$ cat config.mk
export PLATFORM = sky130hd
export DESIGN_NAME = mem_bus_bridge
export DESIGN_NICKNAME = d
export VERILOG_FILES = /design/src/rtl/mem_bus_bridge.sv
export SDC_FILE = /design/constraint.sdc
export NUM_CORES = 1
export LEC_CHECK = 0
export BUFFER_PORTS_ARGS = -buffer_cell sky130_fd_sc_hd__buf_2
export CORE_ASPECT_RATIO = 1.25
export CORE_MARGIN = 2
export CORE_UTILIZATION = 38
export DETAILED_ROUTE_END_ITERATION = 8
export PLACE_DENSITY = 0.78
export SYNTH_ARGS = -nofsm -noshare
export SYNTH_HDL_FRONTEND = slang
export SYNTH_SLANG_ARGS = --single-unit
$ cat constraint.sdc
create_clock -name clk -period 1.3 [get_ports clk]
set_input_delay 0.065 -clock clk [delete_from_list [all_inputs] [get_ports clk]]
set_output_delay 0.065 -clock clk [all_outputs]
set_load 0.01 [all_outputs]
$ cat src/rtl/mem_bus_bridge.sv
// Data-memory bridge: core load/store requests -> registered Avalon-MM transactions.
// Optional waitrequest timeout is compiled in with `define MEM_BRIDGE_TIMEOUT_EN.
module mem_bus_bridge #(
  parameter int unsigned WAIT_LIMIT = 255
) (
  input  logic        clk,
  input  logic        reset,
  input  logic        cpu_read,
  input  logic        cpu_write,
  input  logic [31:0] cpu_address,
  input  logic [31:0] cpu_writedata,
  input  logic [1:0]  cpu_size,
  output logic [31:0] cpu_readdata,
  output logic        cpu_stall,
  output logic        cpu_error,
  output logic [31:0] avm_address,
  output logic        avm_read,
  output logic        avm_write,
  output logic [31:0] avm_writedata,
  output logic [3:0]  avm_byteenable,
  input  logic        avm_waitrequest,
  input  logic [31:0] avm_readdata,
  output logic [1:0]  dbg_state_o
);

  if (WAIT_LIMIT < 1 || WAIT_LIMIT > 255) begin : g_bad_wait_limit
    $error("mem_bus_bridge: WAIT_LIMIT must be 1..255");
  end

  typedef enum logic [1:0] {
    ST_IDLE = 2'd0,
    ST_REQ  = 2'd1,
    ST_DONE = 2'd2
  } state_e;

  state_e      state_q, state_d;
  logic [31:0] addr_q, addr_d;
  logic [31:0] wdata_q, wdata_d;
  logic [3:0]  be_q, be_d;
  logic        rd_q, rd_d;
  logic        wr_q, wr_d;
  logic [31:0] rdata_q, rdata_d;
  logic        err_q, err_d;

  logic        req;
  logic        illegal;
  logic [3:0]  be_lane;
  logic [31:0] wdata_lane;

`ifdef MEM_BRIDGE_TIMEOUT_EN
  localparam logic [7:0] WAIT_LAST = 8'(WAIT_LIMIT - 1);
  logic [7:0] cnt_q, cnt_d;
`endif

  assign req     = cpu_read | cpu_write;
  assign illegal = (cpu_read & cpu_write) | (cpu_size == 2'b11) |
                   ((cpu_size == 2'b10) & (|cpu_address[1:0])) |
                   ((cpu_size == 2'b01) & cpu_address[0]);

  // Lane steering from the low address bits; unused lanes stay zero.
  always_comb begin
    be_lane    = 4'b0000;
    wdata_lane = 32'h0;
    case (cpu_size)
      2'b00: begin
        be_lane    = 4'b0001 << cpu_address[1:0];
        wdata_lane = {24'h0, cpu_writedata[7:0]} << {cpu_address[1:0], 3'b000};
      end
      2'b01: begin
        be_lane    = cpu_address[1] ? 4'b1100 : 4'b0011;
        wdata_lane = cpu_address[1] ? {cpu_writedata[15:0], 16'h0}
                                    : {16'h0, cpu_writedata[15:0]};
      end
      2'b10: begin
        be_lane    = 4'b1111;
        wdata_lane = cpu_writedata;
      end
      default: begin
        be_lane    = 4'b0000;
        wdata_lane = 32'h0;
      end
    endcase
  end

  always_comb begin
    state_d = state_q;
    addr_d  = addr_q;
    wdata_d = wdata_q;
    be_d    = be_q;
    rd_d    = 1'b0;
    wr_d    = 1'b0;
    rdata_d = rdata_q;
    err_d   = 1'b0;
`ifdef MEM_BRIDGE_TIMEOUT_EN
    cnt_d   = cnt_q;
`endif
    case (state_q)
      ST_IDLE: begin
        if (req) begin
          if (illegal) begin
            err_d   = 1'b1;
            state_d = ST_DONE;
          end else begin
            addr_d  = {cpu_address[31:2], 2'b00};
            wdata_d = wdata_lane;
            be_d    = be_lane;
            rd_d    = cpu_read;
            wr_d    = cpu_write;
            state_d = ST_REQ;
`ifdef MEM_BRIDGE_TIMEOUT_EN
            cnt_d   = 8'd0;
`endif
          end
        end
      end
      ST_REQ: begin
        if (!avm_waitrequest) begin
          if (rd_q) rdata_d = avm_readdata;
          state_d = ST_DONE;
`ifdef MEM_BRIDGE_TIMEOUT_EN
        end else if (cnt_q == WAIT_LAST) begin
          // The WAIT_LIMIT-th stalled cycle ends here: abandon the access.
          err_d   = 1'b1;
          state_d = ST_DONE;
        end else begin
          rd_d    = rd_q;
          wr_d    = wr_q;
          cnt_d   = cnt_q + 8'd1;
        end
`else
        end else begin
          rd_d    = rd_q;
          wr_d    = wr_q;
        end
`endif
      end
      ST_DONE: state_d = ST_IDLE;
      default: state_d = ST_IDLE;
    endcase
  end

  always_ff @(posedge clk) begin
    if (!reset) begin
      state_q <= ST_IDLE;
      addr_q  <= 32'h0;
      wdata_q <= 32'h0;
      be_q    <= 4'h0;
      rd_q    <= 1'b0;
      wr_q    <= 1'b0;
      rdata_q <= 32'h0;
      err_q   <= 1'b0;
    end else begin
      state_q <= state_d;
      addr_q  <= addr_d;
      wdata_q <= wdata_d;
      be_q    <= be_d;
      rd_q    <= rd_d;
      wr_q    <= wr_d;
      rdata_q <= rdata_d;
      err_q   <= err_d;
    end
  end

`ifdef MEM_BRIDGE_TIMEOUT_EN
  always_ff @(posedge clk) begin
    if (!reset) cnt_q <= 8'd0;
    else        cnt_q <= cnt_d;
  end
`endif

  assign cpu_stall      = reset & (((state_q == ST_IDLE) & req) | (state_q == ST_REQ));
  assign cpu_error      = err_q;
  assign cpu_readdata   = rdata_q;
  assign avm_address    = addr_q;
  assign avm_read       = rd_q;
  assign avm_write      = wr_q;
  assign avm_writedata  = wdata_q;
  assign avm_byteenable = be_q;
  assign dbg_state_o    = state_q;

endmodule

* Yosys cells after proc, flatten, opt, wreduce, memory -nomap -nowiden
Index checks and enable logic that the tools add are counted.
** Word-level totals
- Logic and storage cells :: 51
- Bits of input ports :: 103
- Flip-flop bits (word level) :: 103
** Operators by class
- Reductions and logical operators :: 7
- Shifts and indexed selects :: 2
- Equality and inequality tests :: 6
- Bitwise operators :: 12
- Muxes and demuxes :: 16
** Operators by type and width (count)
- 32-bit case mux with 3 select lines :: 1
- 32-bit 2-to-1 mux :: 1
- 8-bit by 5-bit left shift with 32-bit output :: 1
- 4-bit case mux with 3 select lines :: 1
- 3-bit AND reduction :: 3
- 1-bit 2-to-1 mux :: 6
- 2-bit 2-to-1 mux :: 3
- 1-bit bitwise AND :: 5
- 1-bit OR :: 5
- 2-bit by 1-bit equality test with 1-bit output, second input constant :: 2
- 2-bit equality test, second input constant :: 2
- 2-bit zero test :: 2
- 4-bit 2-to-1 mux :: 1
- 2-bit inequality test, second input constant :: 2
- 1-bit case mux with 2 select lines :: 2
- 2-bit case mux with 2 select lines :: 1
- 1-bit by 2-bit left shift with 4-bit output, first input constant :: 1
- 1-bit inverter :: 2
- 2-bit AND reduction :: 1
- 2-bit OR reduction :: 1

* Logic depth before layout (Yosys ltp)
- Depth in word-level cells :: 7
- Mapped depth :: 7
- Gate-level depth less buffers :: 4

* Worst setup path before layout
OpenSTA, ideal clock, no wires.
- Path type :: register -> register
- Start point :: register state_q[0] (netlist: dbg_state_o[0])
- End point :: register rdata_q[10] (netlist: cpu_readdata[10])
- Cell stages (with the launch flop) :: 8
- Buffers on the path :: 3
- Setup slack :: -0.122 ns
- Data arrival time :: 1.346 ns
- Cells stage by stage :: dfxtp_1 > buf_2 > and2b_1 > and3b_1 > clkbuf_1 > buf_2 > nand2_1 > a21boi_0
** On the way
- Longest elaborated chain between the ends :: 2
** RTL lines
- from (decl) :: RTL line 36 : state_e state_q, state_d;
- from (signal assigned) :: RTL line 153 : state_q <= state_d;
- 2-bit by 1-bit equality test with 1-bit output :: RTL line 97 : case (state_q)
- 3-bit AND reduction (no source line)
- to (signal assigned) :: RTL line 159 : rdata_q <= rdata_d;
- to (decl) :: RTL line 42 : logic [31:0] rdata_q, rdata_d;
No other way between the ends.
A chain may end at the register's enable or synchronous reset.

* Worst setup path after layout
- Start point :: register state_q[0] (netlist: dbg_state_o[0])
- End point :: register rdata_q[11] (netlist: cpu_readdata[11])
Same word-level chain as after synthesis.

==> impl_metrics.ini <==
[status]
outcome = completed

[sta]
clock_skew_ps = 8.01
fin_crit_sh_pct = 98.2
finalSetupViolCount = 0
timing.fmax_mhz = 783
drv_slew = 0
min_period_ps = 1280
timing.setup.tns_ps = 0
hold_viol_final = 0
rsz0062_at_grt = true

[grt]
global_route.overflow_total = 0
grt_pass1_wl_mm = 20.8
busiest_layer = met2
met2_usage_pct = 36.8
antenna_found_initial = 0
grt_pass1_vias = 4415
gr-usage-met1_pct = 24.2
grt_start_max_net_pins = 77
track_usage_pct = 20.9
met3_usage_pct = 5.20

[routing]
first_pass_iters = 5
postRouteAntennaNets = 0
via_per_inst = 5.18
wl_mm = 14.8
vias = 4897
avgRoutedWirePerCell_microns = 15.6
drcViolationCount = 0
drt_iter0_drc = 190

[finish]
finish.utilization_pct = 62.5
register_area_sq_um = 2060
final_cells = 945
layout_commonest_cell = buf_2
multiInputGateArea_sq_um = 2240
drive_above_1_share_pct = 37.4
mostFrequentLayoutCells = buf_2, nand2_1, dfxtp_1
final_nets = 908
n_fill_cell = 910
area_growth_pct = 60.0
finalInstanceArea_sq_um = 6920
n_antenna_cell = 0

[placed_design]
gp_congestion = 0.867
dp_hpwl_mm = 9.10
numPortBuffers = 206
dp_cells = 859
place_area_sq_um = 5690

[critical_path]
worstReg2RegStart = dbg_state_o[0]$_SDFFE_PN0P_
required_ps = 1560
startpoint_type = flip-flop
reg2regPathDepth = 5
crit_path_end = cpu_readdata[11]$_SDFFE_PN0P_
crit_start = dbg_state_o[0]$_SDFFE_PN0P_
critPathArrivalTime_ps = 1530
cp_cell_sequence = and2b_2 > and3b_2 > buf_12 > nand2_1 > a21boi_1
critical-path-max-stage-delay_ps = 360
reg2reg_slack_ps = 20
cpLargestDelayFamily = simple AND/OR/NAND/NOR gates
endpoint_kind = flip-flop
crit_type = reg2reg
r2r-end = cpu_readdata[11]$_SDFFE_PN0P_
cp.buffers_inverters = 1
path_depth = 5
crit_fanout = 16
crit_slowest_cell = dfxtp_2

[synthesis]
syn_avg_cell_area_sq_um = 8.22
synth_cell_types = 33
synth_seq_cells = 103
netlist_area_sq_um = 4330
yosys_warnings = 0
ys_seq_area_share_pct = 47.7
synth_cells = 526

[cts]
clock_latency_ps = 340
clock_sinks = 103
cts_tree = built
h-tree-depth = 3
cts_root_buffer = clkbuf_16
cts_buffers = 9
cts.path.max_buffers = 2
clkTransAtPathRegs_ps = 70

[floorplan]
start_util_pct = 39.0
die_h_microns = 123
num_rows = 43
pin_count = 209
die-area_sq_um = 12300
core-area_sq_um = 11100
die_w_microns = 99.4

[worst_hold_path]
worstHoldPathType = in2reg

[power]
power.leakage_nw = 3.19
peakVddDrop_mv = 0.595
power_density_nw_per_um2 = 1100
power_mw = 7.64

[flow_run]
maxCapViolCount = 0
-- cells in the mapped netlist, drive strengths merged --
| master | instances | share of area [%] |
|---|---|---|
| a22oi | 1 | 0.17 |
| o21a | 1 | 0.17 |
| and2b | 1 | 0.17 |
| nand2b | 2 | 0.29 |
| nor2 | 19 | 1.6 |
| nand4b | 9 | 1.8 |
| o21ai | 25 | 2.9 |
| clkbuf | 31 | 2.7 |
| nand2 | 155 | 13 |
| o31a | 1 | 0.20 |
| o211a | 9 | 2.1 |
| o211ai | 11 | 2.1 |
| xor2 | 1 | 0.20 |
| nand3 | 19 | 2.2 |
| a22o | 8 | 1.6 |
| a21o | 1 | 0.17 |
| nand3b | 3 | 0.52 |
| conb | 1 | 0.087 |
| and3b | 1 | 0.20 |
| nor3 | 3 | 0.61 |
| buf | 16 | 2.1 |
| dfxtp | 103 | 48 |
| a21boi | 66 | 11 |
| a221oi | 8 | 1.6 |
| a21oi | 28 | 3.3 |
| nor2b | 3 | 0.43 |
-- metrics by stage --
stage / hold WS (ps) / setup WS [ps]
6_report: 4.57 / 23.4
5_1_grt: 6.47 / -34.2
4_1_cts: 1.30 / 5.39
3_5_place_dp: 311 / -91.1
3_3_place_gp: 307 / -82.1
2_1_floorplan: 198 / 16.4
-- where the power goes --
group          switching, mW  internal [mW]  leakage, nW
Combinational          0.750          0.748         2.21
Sequential            0.0800           3.32        0.838
Clock                   1.19           1.56        0.149
-- sequential cells by signal, indices dropped and copies added, names as in the netlist --
register	count
avm_byteenable	4
cpu_error	1
avm_address	30
avm_writedata	32
avm_read	1
avm_write	1
dbg_state_o	2
cpu_readdata	32
-- worst reg2reg max path: stages, from the launching register on --
cell and delay [ps]:
dfxtp_2 360, and2b_2 170, and3b_2 260, buf_12 160
nand2_1 90, a21boi_1 150
-- worst min-delay path by stage --
stage                          start                             to  slack [ps]  depth (start not counted)
floorplan           cpu_writedata[0]  avm_writedata[0]$_SDFFE_PN0P_         200                          2
global placement     cpu_address[11]   avm_address[11]$_SDFFE_PN0P_         310                          3
detailed placement   cpu_address[16]   avm_address[16]$_SDFFE_PN0P_         310                          3
CTS                 cpu_writedata[6]  avm_writedata[6]$_SDFFE_PN0P_           1                          3
global route         avm_readdata[7]   cpu_readdata[7]$_SDFFE_PN0P_           6                          3
finish              avm_readdata[27]  cpu_readdata[27]$_SDFFE_PN0P_           5                          3
-- area by class of cell --
| cell class | instances | area share (%) |
|---|---|---|
| Sequential cell | 103 | 29.8 |
| Tap cell | 135 | 2.44 |
| Clock inverter | 6 | 0.994 |
| Multi-Input combinational cell | 379 | 32.3 |
| Timing Repair Buffer | 312 | 31.0 |
| Clock buffer | 10 | 3.45 |
-- per-layer routing --
metal  wire, microns  part of all wire [%]
met1            5720                    39
met2            7430                    50
met3            1240                   8.4
met4             372                   2.5
met5               0                     0
-- timing repair --
item	CTS	global route
buffers inserted	0	1
cloned	0	9
pin swaps	0	6
setup endpoints to repair	25	67
hold buffers	59	1
hold endpoints to repair	59	1
gates resized for setup	5	42
-- cells by family (layout without fill, tap and decap cells) --
group                     count (synthesis)  count (layout)  share of synthesized area, %
buffers and inverters                    47             328                          4.83
and+or+nand+nor                         215             215                          21.3
AOI/OAI and AO/OA                       159             161                          25.9
DFF                                     103             103                          47.7
other                                     1               2                        0.0867
xor gates and xnor gates                  1               1                         0.203
(Power assumes the default switching activity.)
